`config.mk`:
```
export PLATFORM = sky130hd
export DESIGN_NAME = unified_mem_arbiter
export DESIGN_NICKNAME = d
export VERILOG_FILES = /design/src/rtl/unified_mem_arbiter_pkg.sv /design/src/rtl/unified_mem_arbiter_starve.sv /design/src/rtl/unified_mem_arbiter.sv
export SDC_FILE = /design/constraint.sdc
export NUM_CORES = 1
export LEC_CHECK = 0
export ABC_CLOCK_PERIOD_IN_PS = 1800
export BUFFER_PORTS_ARGS = -buffer_cell sky130_fd_sc_hd__buf_2
export CAP_MARGIN = 15
export CORE_AREA = 2 2 198 200
export DETAILED_ROUTE_END_ITERATION = 8
export DIE_AREA = 0 0 200 202
export PLACE_DENSITY = 0.52
export REMOVE_ABC_BUFFERS = 1
export SLEW_MARGIN = 20
export SYNTH_ARGS = -nofsm -noshare
export SYNTH_HDL_FRONTEND = slang
export SYNTH_SLANG_ARGS = --single-unit
```
`constraint.sdc`:
```
create_clock -name clk -period 1.8 [get_ports clk]
set_clock_uncertainty 0.1 [all_clocks]
set_input_delay 0.18 -clock clk [delete_from_list [all_inputs] [get_ports clk]]
set_output_delay 0.18 -clock clk [all_outputs]
set_load 0.01 [all_outputs]
```
`src/rtl/unified_mem_arbiter_pkg.sv`:
```
// Shared types for the unified memory arbiter: FSM state encoding and
// transaction owner IDs.
package unified_mem_arbiter_pkg;

    typedef enum logic [1:0] {
        ST_IDLE  = 2'd0,
        ST_ISSUE = 2'd1,
        ST_WAIT  = 2'd2,
        ST_RESP  = 2'd3
    } state_t;

    typedef enum logic {
        OWN_IF = 1'b0,
        OWN_D  = 1'b1
    } owner_t;

    // Counter width that stays >= 1 bit even when the maximum value is 0.
    function automatic int cnt_width(input int max_val);
        return (max_val > 1) ? $clog2(max_val + 1) : 1;
    endfunction

endpackage

```
`src/rtl/unified_mem_arbiter_starve.sv`:
```
// Counts consecutive data grants made while a fetch waits; once the limit is
// reached the fetch is forced through at the next arbitration.
module arb_starve_counter
    import unified_mem_arbiter_pkg::*;
#(
    parameter int STARVE_LIM = 4
) (
    input  logic clk,
    input  logic reset,
    input  logic d_grant,
    input  logic if_pending,
    output logic force_if
);

    localparam int SW = cnt_width(STARVE_LIM);

    logic [SW-1:0] cnt;

    // if_pending is low while the fetch is idle, granted or in flight, which clears the run.
    always_ff @(posedge clk) begin
        if (reset) begin
            cnt <= '0;
        end else if (!if_pending) begin
            cnt <= '0;
        end else if (d_grant && (cnt != SW'(STARVE_LIM))) begin
            cnt <= cnt + 1'b1;
        end
    end

    assign force_if = (cnt == SW'(STARVE_LIM));

endmodule

```
`src/rtl/unified_mem_arbiter.sv`:
```
// Arbitrates one fixed-latency single-ported memory between instruction fetch
// and the data (load/store) port, one transaction outstanding at a time.
module unified_mem_arbiter
    import unified_mem_arbiter_pkg::*;
#(
    parameter int ADDR_W     = 64,
    parameter int DATA_W     = 64,
    parameter int MEM_LAT    = 2,
    parameter int STARVE_LIM = 4
) (
    input  logic                clk,
    input  logic                reset,
    input  logic                if_req,
    input  logic [ADDR_W-1:0]   if_addr,
    input  logic                if_flush,
    output logic                if_valid,
    output logic [31:0]         if_rdata,
    output logic                if_stall,
    input  logic                d_req,
    input  logic                d_we,
    input  logic [DATA_W/8-1:0] d_be,
    input  logic [ADDR_W-1:0]   d_addr,
    input  logic [DATA_W-1:0]   d_wdata,
    output logic                d_valid,
    output logic [DATA_W-1:0]   d_rdata,
    output logic                d_stall,
    output logic                mem_req,
    output logic                mem_we,
    output logic [DATA_W/8-1:0] mem_be,
    output logic [ADDR_W-1:0]   mem_addr,
    output logic [DATA_W-1:0]   mem_wdata,
    input  logic [DATA_W-1:0]   mem_rdata
);

    localparam int CW = cnt_width(MEM_LAT - 1);

    state_t        state;
    owner_t        owner;
    logic          squash;
    logic [CW-1:0] cnt;

    logic in_idle, grant_if, grant_d, if_busy, if_pending, force_if;

    assign in_idle  = (state == ST_IDLE);
    // Data wins unless the fetch has been starved; a flush vetoes the fetch this cycle.
    assign grant_if = in_idle & if_req & ~if_flush & (force_if | ~d_req);
    assign grant_d  = in_idle & d_req & ~grant_if;

    assign if_busy    = (~in_idle & (owner == OWN_IF)) | grant_if;
    assign if_pending = if_req & ~if_busy;

    arb_starve_counter #(
        .STARVE_LIM(STARVE_LIM)
    ) u_starve (
        .clk       (clk),
        .reset     (reset),
        .d_grant   (grant_d),
        .if_pending(if_pending),
        .force_if  (force_if)
    );

    assign if_stall = if_req & ~if_valid;
    assign d_stall  = d_req & ~d_valid;

    always_ff @(posedge clk) begin
        if (reset) begin
            state     <= ST_IDLE;
            owner     <= OWN_IF;
            squash    <= 1'b0;
            cnt       <= '0;
            mem_req   <= 1'b0;
            mem_we    <= 1'b0;
            mem_be    <= '0;
            mem_addr  <= '0;
            mem_wdata <= '0;
            if_valid  <= 1'b0;
            if_rdata  <= '0;
            d_valid   <= 1'b0;
            d_rdata   <= '0;
        end else begin
            mem_req  <= 1'b0;
            if_valid <= 1'b0;
            d_valid  <= 1'b0;
            if (if_flush && !in_idle && (owner == OWN_IF)) begin
                squash <= 1'b1;
            end
            case (state)
                ST_IDLE: begin
                    if (grant_if || grant_d) begin
                        owner     <= grant_d ? OWN_D : OWN_IF;
                        mem_req   <= 1'b1;
                        mem_we    <= grant_d & d_we;
                        mem_be    <= grant_d ? d_be : '0;
                        mem_addr  <= grant_d ? d_addr : if_addr;
                        mem_wdata <= grant_d ? d_wdata : '0;
                        state     <= ST_ISSUE;
                    end
                end
                ST_ISSUE: begin
                    cnt   <= CW'(MEM_LAT - 1);
                    state <= ST_WAIT;
                end
                ST_WAIT: begin
                    if (cnt == '0) begin
                        state <= ST_RESP;
                        if (owner == OWN_D) begin
                            d_valid <= 1'b1;
                            d_rdata <= mem_we ? '0 : mem_rdata;
                        end else if (!(squash || if_flush)) begin
                            // A flush arriving on the capture cycle still kills the fetch.
                            if_valid <= 1'b1;
                            if_rdata <= mem_rdata[31:0];
                        end
                    end else begin
                        cnt <= cnt - 1'b1;
                    end
                end
                ST_RESP: begin
                    squash <= 1'b0;
                    state  <= ST_IDLE;
                end
                default: state <= ST_IDLE;
            endcase
        end
    end

endmodule

```
; Word level (Yosys, flattened, before mapping)
; Index checks and enable logic that the tools add are counted.
; Widths: inputs -> output; s select.
[word_totals]
ff_bits = 244
inputBits = 270
output_inout_bits = 238
word_cells = 77
[op_classes]
add_sub_neg = 2
n_eq_ne = 7
muxes = 13
bitwise_logic = 24
n_reduce_logical = 17
[op_table]
columns = operator, count
row1 = $mux 64, 3
row2 = $not 1->1, 12
row3 = $and 1x1->1, 10
row4 = $mux 8, 1
row5 = $pmux 2 s4, 1
row6 = $reduce_or 2->1, 3
row7 = $mux 1, 5
row8 = $eq 2x2->1 const B, 2
row9 = $mux 2, 2
row10 = $reduce_and 2->1, 2
row11 = $reduce_and 4->1, 1
row12 = $reduce_or 4->1, 1
row13 = $add 3x1->3 const B, 1
row14 = $eq 3x3->1 const B, 1
row15 = $logic_and 1x1->1, 3
row16 = $ne 3x3->1 const B, 1
row17 = $reduce_and 3->1, 1
row18 = $reduce_or 3->1, 1
row19 = $eq 2x1->1 const B, 1
row20 = $logic_not 2->1, 1
row21 = $logic_or 1x1->1, 2
row22 = $ne 2x1->1 const B, 1
row23 = $ne 2x2->1 const B, 1
row24 = $or 1x1->1, 2
row25 = other kinds (4), 4

; Depth between registers and ports, before layout
[depth]
ltp_word = 9
mapped_depth = 9
depth_no_buf = 6

; Modules after synthesis
; From an unflattened synthesis, not the netlist that was laid out.
[hier_totals]
hier_cells = 947
area_unflattened_um2 = 8762.2
[by_module_without_submodules]
columns = mod, n_inst, cells_each, area_per_inst_um2, seq_area_each_um2
row1 = unified_mem_arbiter, 1, 929, 8574.5, 4824.6
row2 = arb_starve_counter, 1, 18, 187.7, 60.1

; Least setup slack after synthesis
; No wires, ideal clock.
[synth_path]
path_kind = reg-to-reg
from = reg state[0]
to = reg mem_addr[14]
setup_time_ns = 0.119
arrival_time_ns = 1.454
required_time_ns = 1.581
setup_slack_ns = 0.127
path_stages_with_launch = 10
path_buffers = 3
synth_period_minus_slack_ns = 1.673
path_cell_list = dfxtp_1 > inv_1 > ha_1 > buf_2 > nand2_2 > nor2_2 > buf_6 > buf_8 > mux2i_1 > o21ai_1
[synth_via]
elab_chain_cells = 8
word_cells_on_any_way = 10
cone_classes = mux (1) / bitwise (6) / reduce/logical (3)
[synth_lines]
columns = item, line
row1 = start: declaration, unified_mem_arbiter.sv:37  ; state_t state;
row2 = start signal: assignment, unified_mem_arbiter.sv:67  ; state <= ST_IDLE;
row3 = start signal: assignment, unified_mem_arbiter.sv:96  ; state <= ST_ISSUE;
row4 = start signal: assignment, unified_mem_arbiter.sv:101  ; state <= ST_WAIT;
row5 = $logic_not 2->1 (*), "unified_mem_arbiter.sv:44, unified_mem_arbiter.sv:87"
row6 = $and 1x1->1 (3 in a row), unified_mem_arbiter.sv:46  ; assign grant_if = in_idle & if_req & ~if_flush & (force_if | ~d_req);
row7 = $not 1->1, unified_mem_arbiter.sv:47  ; assign grant_d = in_idle & d_req & ~grant_if;
row8 = $and 1x1->1, unified_mem_arbiter.sv:47
row9 = $logic_or 1x1->1, unified_mem_arbiter.sv:89  ; if (grant_if || grant_d) begin
row10 = $reduce_and 2->1 (no source line), --
row11 = end signal: assignment, unified_mem_arbiter.sv:94  ; mem_addr <= grant_d ? d_addr : if_addr;
row12 = end: declaration, unified_mem_arbiter.sv:30  ; output logic [ADDR_W-1:0] mem_addr,
; Mark *: on every way between the ends. The rest lies on a longest branch, timed or not.
; A chain may end at the register's enable or synchronous reset.

; Worst setup path after layout
[layout_path]
from = reg u_starve.cnt[0]
to = reg mem_addr[34]
[layout_via]
elab_chain_cells = 7
word_cells_on_any_way = 8
cone_classes = eq/ne (1) / mux (1) / bitwise (4) / reduce/logical (2)
[layout_lines]
columns = item, line
row1 = start: declaration, unified_mem_arbiter_starve.sv:17  ; logic [SW-1:0] cnt;
row2 = start signal: assignment, unified_mem_arbiter_starve.sv:26  ; cnt <= cnt + 1'b1;
row3 = $eq 3x3->1 (*), unified_mem_arbiter_starve.sv:30  ; assign force_if = (cnt == SW'(STARVE_LIM));
row4 = $or 1x1->1 (*), unified_mem_arbiter.sv:46
row5 = $and 1x1->1 (*), unified_mem_arbiter.sv:46
row6 = $not 1->1, unified_mem_arbiter.sv:47
row7 = $and 1x1->1, unified_mem_arbiter.sv:47
row8 = $logic_or 1x1->1, unified_mem_arbiter.sv:89
row9 = $reduce_and 2->1 (no source line), --
; Marked as above.

==> reports/qor.yml <==
outcome: "finished, violations left"
violations: "setup timing"
p_int_uw: 12400
clockPowerShare_pct: 29.5
critPathTopFamily: "buffers and inverters"
power_uw: 18000
path_buf_inv: 3
max-vdd-ir-drop_uv: 739
cp.arrival_ps: 2170
grt_pass1_vias: 9263
path_class: "reg -> reg"
fmax_ghz: 0.539
tightest_slew_ps: 338
pre_cts_slack_ps: -34.9
cts-root-buf: "clkbuf_16"
grtUsageTotal_pct: 15.4
fp.dieH_microns: 202
fin_nets: 1858
rsz0062_at_grt: "true"
grt_first_pass_wirelength_microns: 49500
ys_warn_count: 0
p_seq_share_pct: 37.9
htreeDepth: 1
netlist_area_sq_um: 8470
clk_latency_ps: 540
utilization_pct: 41.0
drive_above_1_share_pct: 39.2
avgSynthCellArea_sq_um: 10.8
routabilityCongestion: 0.785
slowest_delay_ps: 340
synth_area_leader_cell: "dfxtp_1"
synth_top_area_share_pct: 57.7
drt_iter0_markers: 361
swShare_pct: 31.2
ys_ff_latch: 244
crit_path_top_delay_cell: "dfxtp_2"
relSlewSlack_pct: 77.5
hold_class: "in -> reg"
antenna_found_initial: 0
net-switching-power_uw: 5620
startpoint_type: "flop"
die_x_microns: 200
finalHoldViolCount: 0
yosysSeqAreaShare_pct: 57.7
hpwlAfterDp_microns: 21800
n_antenna_cell: 0
crit_chain: "inv_2, ha_4, and4b_4, nor2_4, buf_12, bufbuf_16, mux2i_1, o21ai_1"
grt_max_degree: 66
finalCritPeriodShare_pct: 103
grt_use_met3_pct: 3.49
holdWs_ps: 282
cts_tree: "done"
setup_slack_ps: -55.7
reg2reg_slack_ps: -60
grt_overflow_total: 0
cts_buffers: 27
drt_wl_total_microns: 34400
worstPathRequired_ps: 2120
core_sq_um: 38300
vias: 9111
end_kind: "flop"
clk_path_buf_depth: 3
stdcell_area_sq_um: 15700
ios: 508
yosys.cell_types.count: 35
postSynthCellCount: 787
pwr-share-comb_pct: 32.6
wl_per_cell_microns: 16.2
ant_nets: 0
first_pass_iters: 5
finalMaxSlewViolations: 0
power_density_nw_per_um2: 1150
busiest_layer: "met2"
syn2layout_area_growth_pct: 85.4
clk_pin_slew_ps: 60
start_util_pct: 22.1
grtUsageMet1_pct: 17.4
synth_area_leaders: "dfxtp_1 (58%), a22o_1 (14%), mux2i_1 (7.8%)"
vias_per_cell: 4.30
crit_fanout: 9
power.leakage_uw: 0.00739
rows: 72
cts.sinks: 244
drcViolationCount: 0
setup_viol: 5
period_minus_slack_ps: 1860
port-buffer-count: 507
dieArea_sq_um: 40400
cap_viol_max_count: 0
placed_area_sq_um: 11800
use_met2_pct: 28.4
repair_timing:
item                                   4_1_cts  5_1_grt
cloned                                       1        5
setup endpoints to repair                   66      183
hold buffers                               269        0
resized for setup                           14       23
pin swaps                                    2        3
endpoints found under the hold margin      239        0
setup buffers                                4        3
final timing paths:
kind,start,to,cells after the start
setup / recovery,u_starve.cnt[0],mem_addr[34],8
hold / removal,mem_rdata[52],d_rdata[52],3
setup reg to reg,u_starve.cnt[0],mem_addr[34],8
hold reg to reg,mem_addr[3],mem_addr[3],2
cell type report:
cell class                      instances  area, sq um
Clock buffer                           42          812
Clock inverter                          7         42.5
Fill cell                            3569        22600
Inverter                                6         25.0
Multi-Input combinational cell        475         3270
Sequential cell                       244         4890
Tap cell                              518          648
Timing Repair Buffer                  829         6010
cells by family after synthesis:
| group | after synthesis | synth area share, % |
|---|---|---|
| AO/OA/AOI/OAI | 240 | 20.4 |
| XOR/XNOR | 2 | 0.207 |
| adder cells (fa/ha/maj) | 5 | 0.739 |
| buffers and inverters | 68 | 5.13 |
| flip-flops | 244 | 57.7 |
| multiplexers | 66 | 7.80 |
| AND/OR/NAND/NOR | 162 | 8.07 |
Yosys cell counts:
cell type	number
nor2_2	1
o22ai_1	1
nand2_1	131
a211oi_1	1
a22o_1	137
and2b_1	1
nand3b_1	2
nand2_2	1
or4b_1	1
nand3_1	1
and2_1	1
a21oi_1	35
buf_1	2
or2_1	2
inv_1	6
mux2i_1	66
nor3_2	1
buf_4	5
and4b_4	1
ha_1	5
nor3_1	2
buf_8	5
nor2b_1	3
clkbuf_1	7
xor2_1	1
nor2_1	11
nor4_1	1
buf_6	8
o31a_1	1
dfxtp_1	244
o21ai_1	65
xnor2_1	1
nand4_1	1
buf_2	35
nor3_4	1
cells in the final DEF (no fill, tap or decap), types with 2 or more instances in the layout:
master | synthesis | layout
dlygate4sd3_1 | 0 | 269
buf_8 | 5 | 3
ha_1 | 5 | 2
inv_2 | 0 | 2
nand3b_1 | 2 | 2
nand2_1 | 131 | 131
mux2i_2 | 0 | 6
nor3_4 | 1 | 2
a22o_1 | 137 | 137
mux2i_1 | 66 | 58
ha_4 | 0 | 3
inv_1 | 6 | 3
clkbuf_1 | 7 | 7
buf_12 | 0 | 18
clkinv_2 | 0 | 5
clkbuf_8 | 0 | 8
buf_2 | 35 | 507
o21ai_1 | 65 | 65
nor2_1 | 11 | 11
a21oi_1 | 35 | 35
buf_4 | 5 | 21
dfxtp_2 | 0 | 4
buf_6 | 8 | 5
mux2i_4 | 0 | 2
clkbuf_16 | 0 | 31
nor3_1 | 2 | 2
dfxtp_1 | 244 | 240
nor2b_1 | 3 | 2
flip-flops by register name (all words and copies together), names as in the netlist:
signal and flops:
cnt 1, d_rdata 64, d_valid 1, if_rdata 32, if_valid 1, mem_addr 64
mem_be 8, mem_req 1, mem_wdata 64, mem_we 1, owner 1, squash 1
state 2, u_starve.cnt 3
worst min-delay path, delay by kind of cell:
kind | cells | cell delay [ps]
compound gates | 1 | 100
buf+inv | 2 | 600
metal layers:
layer | share of wire (%) | wire, microns
met5 | 0 | 0
met4 | 2.7 | 940
met3 | 6.9 | 2380
met2 | 50 | 17300
met1 | 40 | 13800
stage by stage:
stage / std cells / setup TNS, ps
finish: 2121 / -136
global route: 2121 / -1720
CTS: 2113 / -388
detailed placement: 1790 / -50.0
global placement: 1790 / 0
floorplan: 725 / -674220
power groups by stage:
| stage | Combinational (uW) | Sequential [uW] | Clock, uW |
|---|---|---|---|
| 5_1_grt | 6300 | 6930 | 5720 |
| 4_1_cts | 5620 | 6790 | 5500 |
| 3_3_place_gp | 4900 | 6870 | 0 |
| 3_5_place_dp | 4950 | 6880 | 0 |
| 2_1_floorplan | 1930 | 7170 | 0 |
| 6_report | 5860 | 6820 | 5310 |
Power figures use the tool's default switching activity.
